### src/rtl/bcd_pkg.sv
// Shared types and helpers for the digit-serial BCD add/subtract unit.
// Holds the FSM state type, digit width and nines-complement helper.
package bcd_pkg;

  localparam int DW = 4;

  typedef enum logic [2:0] {
    IDLE,
    ADD,
    INC,
    CMPL,
    DONE
  } state_t;

  // Out-of-range digits 10..15 fold onto 9..4
  function automatic logic [DW-1:0] nines(input logic [DW-1:0] d);
    logic [DW:0] t;
    if (d > 4'd9) t = 5'd19 - {1'b0, d};
    else          t = 5'd9 - {1'b0, d};
    return t[DW-1:0];
  endfunction

endpackage

### src/rtl/bcd_digit_adder.sv
// Single BCD digit adder with decimal adjust.
// Shared by the serial add and end-around increment passes.
module bcd_digit_adder
  import bcd_pkg::*;
(
  input  logic [DW-1:0] a,
  input  logic [DW-1:0] b,
  input  logic          cin,
  output logic [DW-1:0] s,
  output logic          cout
);

  logic [DW:0] sum;
  logic [DW:0] adj;

  always_comb begin
    sum  = {1'b0, a} + {1'b0, b} + {{DW{1'b0}}, cin};
    adj  = sum + 5'd6;
    cout = sum > 5'd9;
    s    = cout ? adj[DW-1:0] : sum[DW-1:0];
  end

endmodule

### src/rtl/bcd_addsub_seq.sv
// Digit-serial signed BCD add/subtract with valid/ready handshakes.
// Subtract uses nines complement plus end-around carry or recomplement.
module bcd_addsub_seq
  import bcd_pkg::*;
#(
  parameter int N = 25
) (
  input  logic            clk,
  input  logic            rst,
  input  logic            in_valid,
  output logic            in_ready,
  input  logic            op,
  input  logic            a_sign,
  input  logic            b_sign,
  input  logic [N*DW-1:0] a_mag,
  input  logic [N*DW-1:0] b_mag,
  output logic            out_valid,
  input  logic            out_ready,
  output logic            out_sign,
  output logic [N*DW-1:0] out_mag,
  output logic            out_ovf,
  output logic            out_zero,
  output logic            out_err
);

  localparam int IW = (N > 1) ? $clog2(N) : 1;
  localparam logic [IW-1:0] LAST = IW'(N - 1);

  state_t          state, nxt;
  logic [N*DW-1:0] a_r, b_r, res, res_n;
  logic            as_r, sub_r, carry;
  logic [IW-1:0]   idx;

  logic [DW-1:0]   da, db, dsum;
  logic            dco, last;
  logic            fin_ovf, fin_sign, fin_zero, err_n;

  assign in_ready = (state == IDLE);

  bcd_digit_adder u_dig (
    .a    (da),
    .b    (db),
    .cin  (carry),
    .s    (dsum),
    .cout (dco)
  );

  always_comb begin
    last = (idx == LAST);
    da   = res[int'(idx)*DW +: DW];
    db   = '0;
    if (state == ADD) begin
      da = a_r[int'(idx)*DW +: DW];
      db = sub_r ? nines(b_r[int'(idx)*DW +: DW])
                 : b_r[int'(idx)*DW +: DW];
    end
  end

  always_comb begin
    nxt   = state;
    res_n = res;
    unique case (state)
      IDLE: if (in_valid) nxt = ADD;
      ADD: begin
        res_n[int'(idx)*DW +: DW] = dsum;
        if (last) nxt = !sub_r ? DONE : (dco ? INC : CMPL);
      end
      INC: begin
        res_n[int'(idx)*DW +: DW] = dsum;
        if (last) nxt = DONE;
      end
      CMPL: begin
        for (int i = 0; i < N; i++)
          res_n[i*DW +: DW] = nines(res[i*DW +: DW]);
        nxt = DONE;
      end
      DONE: if (out_ready) nxt = IDLE;
      default: nxt = IDLE;
    endcase
  end

  always_comb begin
    fin_ovf  = (state == ADD) && !sub_r && dco;
    fin_zero = (res_n == '0);
    fin_sign = (state == CMPL) ? ~as_r : as_r;
    fin_sign = fin_sign & ~(fin_zero & ~fin_ovf);
    err_n    = 1'b0;
    for (int i = 0; i < N; i++)
      if (a_r[i*DW +: DW] > 4'd9 || b_r[i*DW +: DW] > 4'd9)
        err_n = 1'b1;
  end

  always_ff @(posedge clk) begin
    if (rst) begin
      state     <= IDLE;
      a_r       <= '0;
      b_r       <= '0;
      res       <= '0;
      as_r      <= 1'b0;
      sub_r     <= 1'b0;
      carry     <= 1'b0;
      idx       <= '0;
      out_valid <= 1'b0;
      out_sign  <= 1'b0;
      out_mag   <= '0;
      out_ovf   <= 1'b0;
      out_zero  <= 1'b0;
      out_err   <= 1'b0;
    end else begin
      state <= nxt;
      unique case (state)
        IDLE: if (in_valid) begin
          a_r   <= a_mag;
          b_r   <= b_mag;
          as_r  <= a_sign;
          sub_r <= a_sign ^ b_sign ^ op;
          carry <= 1'b0;
          idx   <= '0;
        end
        ADD, INC: begin
          res   <= res_n;
          carry <= dco;
          idx   <= last ? '0 : idx + 1'b1;
        end
        CMPL: res <= res_n;
        default: ;
      endcase
      if (nxt == DONE && state != DONE) begin
        out_valid <= 1'b1;
        out_mag   <= res_n;
        out_sign  <= fin_sign;
        out_ovf   <= fin_ovf;
        out_zero  <= fin_zero;
        out_err   <= err_n;
      end else if (state == DONE && out_ready) begin
        out_valid <= 1'b0;
      end
    end
  end

endmodule
### config.mk
export PLATFORM = sky130hd
export DESIGN_NAME = bcd_addsub_seq
export DESIGN_NICKNAME = d
export VERILOG_FILES = /design/src/rtl/bcd_pkg.sv /design/src/rtl/bcd_digit_adder.sv /design/src/rtl/bcd_addsub_seq.sv
export SDC_FILE = /design/constraint.sdc
export NUM_CORES = 1
export LEC_CHECK = 0
export ABC_CLOCK_PERIOD_IN_PS = 7100
export CORE_MARGIN = 2
export CORE_UTILIZATION = 50
export DETAILED_ROUTE_END_ITERATION = 10
export DONT_BUFFER_PORTS = 1
export PLACE_DENSITY = 0.73
export SLEW_MARGIN = 15
export SYNTH_ARGS = -nofsm -noshare
export SYNTH_HDL_FRONTEND = slang
export SYNTH_SLANG_ARGS = --single-unit
### constraint.sdc
create_clock -name clk -period 7.1 [get_ports clk]
set_input_delay 0 -clock clk [delete_from_list [all_inputs] [get_ports clk]]
set_output_delay 0 -clock clk [all_outputs]
set_load 0.1 [all_outputs]
Word-level counts from Yosys, hierarchy flattened:

Index checks and enable logic that the tools add are counted.

* register bits: 416
* latch bits: 0
* RAM bits: 0
* ROM bits: 0
* bits of input ports: 207
* word-level logic and storage cells: 278
* memories kept: 0

* add/subtract/negate cells: 57
* multipliers: 0
* divide/modulo/power cells: 0
* $lt $le $gt $ge: 77
* equality and inequality tests: 8
* shift operators: 5
* mux-type cells: 72
* bitwise operators: 7
* reduce and logical (&&, ||, !) cells: 38

Operators with widths (number)
* $gt 4x4->1 const B: 76
* $shiftx 100x8->4: 3
* $pmux 100 s2: 1
* $mux 4: 30
* $sub 2x4->4 const A: 26
* $sub 4x4->4 const A: 26
* $bwmux 100: 1
* $logic_not 100->1: 1
* $shift 4x33->100 const A: 1
* $shiftx 4x33->100: 1
* $neg 7->33: 1
* $mux 1: 30
* $logic_or 1x1->1: 25
* $mux 3: 5
* $pmux 3 s5: 1
* $mux 5: 2
* $pmux 5 s2: 1
* $eq 3x2->1 const B: 2
* $eq 3x3->1 const B: 2
* $add 4x4->5: 1
* $add 5x1->5: 1
* $add 5x1->5 const B: 1
* $eq 5x5->1 const B: 1
* $gt 5x4->1 const B: 1
* 15 further kinds: 24

Depth between registers and ports, before layout:

Gate-level depths: netlist (run 1).

* depth after elaboration: 27
* mapped depth: 29
* depth with buffers taken out: 25

Modules after synthesis:

A second synthesis (run 1) with hierarchy kept.

* cell total of the unflattened synthesis: 2759
* area total of the unflattened synthesis: 22347.7 sq um

By module, submodules not included
* bcd_addsub_seq: instances 1, cells an instance 2737, area each 22136.2 sq um, seq. area each 8328.0 sq um
* bcd_digit_adder: instances 1, cells an instance 22, area each 211.5 sq um, seq. area each 0.0 sq um

Worst setup path after synthesis (run 1):

No wires, ideal clock.

* path type: reg2reg
* start point: reg idx[0]
* end point: reg out_sign
* setup time: 140 ps
* arrival: 6864 ps
* setup slack: 97 ps
* stages on the path, launching flop included: 27
* buffers on the path: 5
* period minus slack after synthesis: 7003 ps
* path through: dfxtp_1 -> buf_2 -> buf_2 -> buf_2 -> clkbuf_1 -> buf_2 -> mux4_2 -> mux4_2 -> nand2_1 -> a21oi_1 -> a21oi_1 -> fa_1 -> inv_1 -> fa_1 -> xor2_1 -> inv_1 -> ha_1 -> nand2_1 -> inv_1 -> o31ai_2 -> nand3_2 -> o221ai_1 -> nand4_1 -> or4_1 -> or4_1 -> nor3_2 -> a221oi_1

* word-level cells in the longest chain between the ends: 16
* elaborated cells between the ends (all ways): 34

RTL lines
* start, declared: RTL line bcd_addsub_seq.sv:32 `logic [IW-1:0] idx;`
* start signal, assigned: RTL line bcd_addsub_seq.sv:123 `idx <= last ? '0 : idx + 1'b1;`
* $shiftx 100x8->4: RTL line bcd_addsub_seq.sv:54, bcd_addsub_seq.sv:55
* $sub 4x4->4, or another cell as far along: RTL line bcd_pkg.sv:19 `else t = 5'd9 - {1'b0, d};`
* $mux 4: RTL line bcd_pkg.sv:18 `if (d > 4'd9) t = 5'd19 - {1'b0, d};`
* $mux 4: RTL line bcd_addsub_seq.sv:54 `db = sub_r ? nines(b_r[int'(idx)*DW +: DW])`
* $mux 4: RTL line bcd_addsub_seq.sv:52 `if (state == ADD) begin`
* $add 4x4->5: RTL line bcd_digit_adder.sv:17 `sum = {1'b0, a} + {1'b0, b} + {{DW{1'b0}}, cin};`
* $add 5x1->5: RTL line bcd_digit_adder.sv:17
* $add 4x3->4 / $gt 5x4->1 (equally long branches): RTL line bcd_digit_adder.sv:18, bcd_digit_adder.sv:19
* $mux 4: RTL line bcd_digit_adder.sv:20 `s = cout ? adj[DW-1:0] : sum[DW-1:0];`
* $shiftx 4x33->100: RTL line bcd_addsub_seq.sv:65, bcd_addsub_seq.sv:69
* $bwmux 100: RTL line bcd_addsub_seq.sv:65, bcd_addsub_seq.sv:69
* $pmux 100 s2: RTL line bcd_addsub_seq.sv:62 `unique case (state)`
* $logic_not 100->1: RTL line bcd_addsub_seq.sv:84 `fin_zero = (res_n == '0);`
* $and 1x1->1: RTL line bcd_addsub_seq.sv:86 `fin_sign = fin_sign & ~(fin_zero & ~fin_ovf);`
* $not 1->1: RTL line bcd_addsub_seq.sv:86
* $and 1x1->1: RTL line bcd_addsub_seq.sv:86
* end signal, assigned: RTL line bcd_addsub_seq.sv:131 `out_sign <= fin_sign;`
* end, declared: RTL line bcd_addsub_seq.sv:19 `output logic out_sign,`

Parallel ways exist; a longest one is shown, timed or not.
A chain may end at the register's enable or synchronous reset.

Worst setup path in the final report (run 1):

Same ends and word-level chain as after synthesis.

==> results of run 1 <==
-- cell type report --
class	instances	share of cell area [%]
flip-flops and latches	416	29.87
clock inverters	17	0.8478
inverters	75	1.009
diodes	4	0.03588
multi-input cells	2105	46.93
repair buffers	433	14.02
well taps	592	2.655
clock buffers	62	4.629
-- cells in the mapped netlist (40+ instances only) --
library cell and n:
inv_1 73, mux2i_1 48, a211oi_1 117, nand4_1 40, nand3_1 61, a31oi_1 42, o21ai_0 117, mux4_2 79
dfxtp_1 416, nand2_1 523, clkbuf_1 166, ha_1 59, nor2_1 289, a21oi_1 340
-- sequential cells by signal (all words and copies together), names as in the netlist --
name,count
b_r,100
res,100
state,3
out_zero,1
sub_r,1
out_sign,1
as_r,1
idx,5
a_r,100
out_valid,1
carry,1
out_err,1
out_mag,100
out_ovf,1
-- how the worst min path moves through the flow --
stage / from / to / slack, ns / depth (start not counted)
2_1_floorplan: a_mag[0] / a_r[0] / 0.14 / 2
3_3_place_gp: rst / a_r[84] / 0.09 / 1
3_5_place_dp: rst / a_r[96] / 0.1 / 1
4_1_cts: in_valid / a_r[48] / 0.0004 / 3
5_1_grt: rst / res[97] / 0.01 / 2
6_report: rst / a_r[82] / -0.07 / 2
-- per-layer routing --
| metal | part of all wire, % | routed length [um] |
|---|---|---|
| met5 | 0.020 | 22 |
| met4 | 7.5 | 8187 |
| met3 | 12 | 13190 |
| met2 | 43 | 47060 |
| met1 | 37 | 40490 |
-- what timing repair did --
item                                   4_1_cts  5_1_grt
hold buffers                               219        0
buffers inserted                             0        0
endpoints found under the hold margin      416        0
-- placed cells by master, fill, tap and decap left out, types with 8 or more instances in the layout --
cell type	n
nand2_1	522
dfxtp_1	414
a21oi_1	339
nor2_1	287
dlygate4sd3_1	218
buf_4	207
o21ai_0	117
a211oi_1	117
mux4_2	79
inv_1	73
nand3_1	61
ha_1	59
mux2i_1	47
clkbuf_16	46
a31oi_1	42
nand4_1	40
nor3_1	36
nand2b_1	32
nor4_1	22
and3_1	21
o31ai_1	16
or3_1	13
a221oi_1	12
o221ai_1	12
and2_1	12
a21boi_0	11
o211ai_1	11
o21a_1	10
xnor2_1	9
o41ai_1	9
nor2b_1	8
o22ai_1	8
a31o_2	8
clkbuf_1	8
clkbuf_8	8
-- worst register-to-register path, delay by kind of cell (launching register included) --
| kind | cells | cell delay [ns] |
|---|---|---|
| simple gates | 9 | 2.24 |
| mux | 3 | 1.38 |
| compound gates | 5 | 1.11 |
| flops | 1 | 0.73 |
| fa+ha+maj | 2 | 0.58 |
| buf+inv | 2 | 0.36 |
-- metrics by stage --
step / std cells / cell area [um2]
finish: 3704 / 27890
global route: 3700 / 27880
CTS: 3699 / 27860
detailed placement: 3401 / 24120
global placement: 3401 / 24120
floorplan: 2814 / 22510
-- kinds of logic (layout without fill, tap and decap cells) --
group,after synthesis,count (layout),share of synthesized area (%)
and+or+nand+nor,1110,1110,21.92
AOI/OAI and AO/OA,792,792,21.77
DFF,416,416,36.99
buffers and inverters,293,587,5.102
muxes,129,129,10.14
adders and majority gates,61,61,3.457
xor gates and xnor gates,13,13,0.6225
other,0,4,0
-- power by group --
part	internal [mW]	leakage (nW)	switching [mW]	total (mW)
Clock	1.43	0.744	1.07	2.49
Combinational	0.355	6.12	0.523	0.878
Sequential	2.40	3.38	0.0835	2.49
Total	4.19	10.2	1.67	5.86
==> flow_summary_export.csv, run 1 <==
group,metric,value,unit
route,drt_pass1_iterations,8,
floorplan,core,0.04432,mm2
timing,hold_violations,60,
critical_path,crit_fanout,31,
route,via_per_inst,6.782,
placed_design,portBuffers,0,
critical_path,r2r-end,"out_sign",
synth,syn_area,0.02251,mm2
synth,synth_edf_count,0,
timing,slew_viol_final,0,
grt,grtUsageMet1,57.07,%
grt,use_met2,69.37,%
synth,synth_top_cell_by_area,"dfxtp_1",
timing,worst_slack,0.5621,ns
placed_design,dp_hpwl,75.85,mm
synth,synth_area_leaders,"dfxtp_1 37%, nand2_1 8.7%, mux4_2 7.9%, a21oi_1 7.6%, nor2_1 4.8%",
floorplan,ios,313,
timing,period_needed,6.538,ns
final_layout,area_growth,23.90,%
outcome,status,"finished, violations left",
synth,yosys.cell_types.count,93,
timing,setup_viol,0,
final_layout,fin_util,62.94,%
pwr,fin_total_pwr,5.860,mW
critical_path,critPathSlowestCell,"dfxtp_4",
grt,antenna_found_initial,14,
synth,avgSynthCellArea,8.001,um2
floorplan,core.rowCount,77,
grt,grt_max_degree,414,
cts,root_buffer,"clkbuf_16",
pwr,p_per_area,210.1,mW/mm2
timing,hold_slack,-0.06751,ns
final_layout,nNetsFinal,3343,
cts,clock_latency,0.63,ns
critical_path,r2r-start,"idx[0]",
grt,grt_overflow_total,0,
critical_path,path_cells,"mux4_2, mux4_2, mux2i_1, ha_1, nand2_1, nand2_1, nand2_1, a211oi_1, ha_1, and3b_1, or3_1, a41oi_4, buf_4, nand3_4, a311oi_2, o211ai_1, or4_1, or4_1, nor3_2, buf_4, a221oi_1",
synth,yosysSeqAreaShare,36.99,%
pwr,max-vdd-ir-drop,0.2047,mV
timing,timing.final.crit_share,92.08,%
critical_path,crit_buf_inv,2,
route,routed_wl,109.0,mm
cts,cts_max_level,2,
route,ant_nets,0,
hold_path,worst_hold_path_type,"primary input to flip-flop",
grt,grt_pass1_wl,156.6,mm
synth,async_flop_share,0,%
cts,cts.sinks,416,
cts,cts.clk_slew.worst_paths,0.07,ns
route,vias,25120,
timing,slew_headroom,16.28,%
critical_path,crit_top_cell,"nand2_1",
timing,setup_tns,0,ns
route,wl_per_cell,29.41,um
outcome,violations,"hold timing",
timing,worst_pin_slew,1.244,ns
floorplan,chipHeight,216.2,um
timing,skew,0.04151,ns
synth,synth-seq-cells,416,
floorplan,start_util,50.80,%
placed_design,pre_cts_ws,0.6349,ns
timing,rsz0062_at_grt,"no",
route,first_iter_violations,3775,
final_layout,fillers,3590,
final_layout,multiInputGateArea,0.01309,mm2
critical_path,critical_path_arrival,7.00,ns
grt,grt_pass1_vias,24090,
synth,syn_inst,2814,
timing,max_freq,0.1530,GHz
synth,syn_nets,3082,
final_layout,register_area,0.008333,mm2
critical_path,end_kind,"flip-flop",
critical_path,reg2regPathDepth,21,
critical_path,crit_end,"out_sign",
cts,clk_path_buf_depth,3,
run,drv_cap,0,
grt,grt_usage,45.07,%
final_layout,drive_gt1_share,13.32,%
synth,yosysWarnings,0,
route,drc,0,
placed_design,routabilityCongestion,1.041,
critical_path,cp.depth,21,
critical_path,worstPathRequired,7.56,ns
cts,cts_buffers,44,
synth,ys.flop_type,"dfxtp_1",
grt,met3_usage,10.09,%
critical_path,reg2reg_slack,0.56,ns
cts,cts_resized,0,
critical_path,start_kind,"flip-flop",
cts,cts_tree,"done",
critical_path,crit_type,"flip-flop to flip-flop",
synth,synth_top_area_share,36.99,%
grt,grt_most_used_layer,"met2",
floorplan,die_w,216.2,um
critical_path,cp_top_family,"simple AND/OR/NAND/NOR gates",
critical_path,slowest_delay,0.73,ns
critical_path,cp-startpoint,"idx[0]",
pwr,power.leakage,10.24,nW
floorplan,die_area,0.04674,mm2
(Power assumes the default switching activity.)
==> run 2: changes to the inputs <==
MAX_ROUTING_LAYER = met4   (was unset)
==> flow_summary_export.csv, run 2 (synthesis gave the netlist of run 1 again) <==
group,metric,value,unit
timing,setup_viol,0,
cts,clk_path_buf_depth,3,
final_layout,drive_gt1_share,12.65,%
floorplan,die_w,216.2,um
outcome,status,"finished clean",
final_layout,area_growth,23.00,%
route,first_iter_violations,3795,
timing,hold_violations,0,
placed_design,dpl.cell_count,3374,
critical_path,crit_buf_inv,3,
route,highest_layer,"met4",
pwr,fin_total_pwr,5.720,mW
final_layout,register_area,0.008334,mm2
placed_design,dpl_cell_area,0.02390,mm2
timing,worst_pin_slew,1.297,ns
floorplan,chipHeight,216.2,um
route,drt_pass1_iterations,10,
run,drv_cap,0,
cts,cts.clk_slew.worst_paths,0.07,ns
cts,root_buffer,"clkbuf_16",
timing,max_freq,0.1541,GHz
floorplan,core,0.04432,mm2
floorplan,start_util,50.80,%
grt,antenna_found_initial,10,
critical_path,start_kind,"flip-flop",
timing,slew_viol_final,0,
route,ant_nets,0,
route,met2_length,47.02,mm
placed_design,dp_hpwl,75.56,mm
final_layout,fin_cells,3692,
timing,hold_slack,0.02880,ns
grt,grt_usage,46.04,%
timing,period_needed,6.490,ns
final_layout,fin_util,62.49,%
timing,skew,0.02818,ns
timing,timing.final.crit_share,91.41,%
final_layout,final_cell_mix,"522 x nand2_1, 413 x dfxtp_1, 339 x a21oi_1",
pwr,max-vdd-ir-drop,0.2138,mV
placed_design,routabilityCongestion,1.039,
grt,grt_pass1_vias,23740,
final_layout,stdcell_area,0.02769,mm2
cts,cts_tree,"done",
route,drc,0,
final_layout,multiInputGateArea,0.01310,mm2
critical_path,path_cells,"nor2b_1, nor2b_4, buf_4, mux4_2, mux4_2, a21oi_1, a21oi_1, fa_1, xor2_1, inv_1, ha_1, nand2_1, a2111oi_0, nor3_2, buf_4, nand3_4, a311oi_2, o211ai_1, or4_1, or4_1, nor3_2, a221oi_1",
pwr,p_per_area,206.5,mW/mm2
timing,slew_headroom,12.75,%
floorplan,ios,313,
grt,grt_max_degree,414,
placed_design,pre_cts_ws,0.5631,ns
final_layout,fillers,3614,
critical_path,critPathSlowestCell,"nor2b_4",
critical_path,crit_type,"flip-flop to flip-flop",
critical_path,worstPathRequired,7.54,ns
route,wl_met1,41.00,mm
route,route.met3.wl,12.67,mm
final_layout,nNetsFinal,3324,
grt,grt_overflow_total,0,
floorplan,core.rowCount,77,
floorplan,die_area,0.04674,mm2
cts,cts_max_level,2,
placed_design,portBuffers,0,
critical_path,slowest_delay,0.57,ns
route,wl_per_cell,29.33,um
cts,cts_buffers,43,
cts,clock_latency,0.61,ns
route,via_per_inst,6.725,
pwr,power.leakage,10.12,nW
grt,grt_pass1_wl,155.3,mm
critical_path,crit_fanout,22,
cts,cts_resized,0,
hold_path,worst_hold_path_type,"primary input to flip-flop",
critical_path,cp_top_family,"simple AND/OR/NAND/NOR gates",
timing,rsz0062_at_grt,"no",
timing,worst_slack,0.6101,ns
cts,cts.sinks,416,
timing,setup_tns,0,ns
final_layout,final_common_cell,"nand2_1",
route,routed_wl,108.3,mm
critical_path,critical_path_arrival,6.93,ns
critical_path,end_kind,"flip-flop",
route,vias,24830,
==> run 2: changes by cell type in the layout (fill, tap and decap cells not counted), sizes merged <==
cell and change:
clkinv +1, inv +4, buf -26, clkbuf -4, clkinvlp +2, diode +5, dlygate4sd3 +8, bufinv -2
==> run 2: area by class of cell <==
type                       instances  area share, %
multi-input combinational       2105          47.29
sequential                       416          30.10
timing repair buffer             415          13.66
clock buffer                      58          4.342
tap                              592          2.675
inverter                          75          1.017
clock inverter                    22         0.8359
antenna                            9        0.08133
==> run 2: metal layers <==
layer  GRT usage [%]  up-vias
met5               -        -
li1                -    10600
met1           57.68    11840
met2           67.91     1919
met3           10.81      465
met4           26.87        0
==> run 2: what timing repair did <==
action,4_1_cts,5_1_grt
endpoints found under the setup margin,0,1
setup buffers,0,1
hold buffers,226,1
endpoints found under the hold margin,416,1
==> run 2: path summary, 6_finish.rpt <==
path | from | end | slack, ns | cells after the start
min | in_valid | b_r[85] | 0.03 | 3
max reg2reg | state[2] | out_sign | 0.61 | 22
max | state[2] | out_sign | 0.61 | 22
min reg2reg | b_r[8] | b_r[8] | 0.47 | 2
==> run 2: where the power goes <==
| group | leakage (nW) | internal (mW) | switching [mW] |
|---|---|---|---|
| clock | 0.694 | 1.29 | 1.09 |
| combinational | 6.04 | 0.338 | 0.522 |
| sequential | 3.38 | 2.40 | 0.0801 |
| total | 10.1 | 4.03 | 1.69 |
==> run 2: tightest hold or removal path, stage by stage <==
cell,delay [ns]
and2_4,0.36
nand2_1,0.17
a21oi_1,0.06
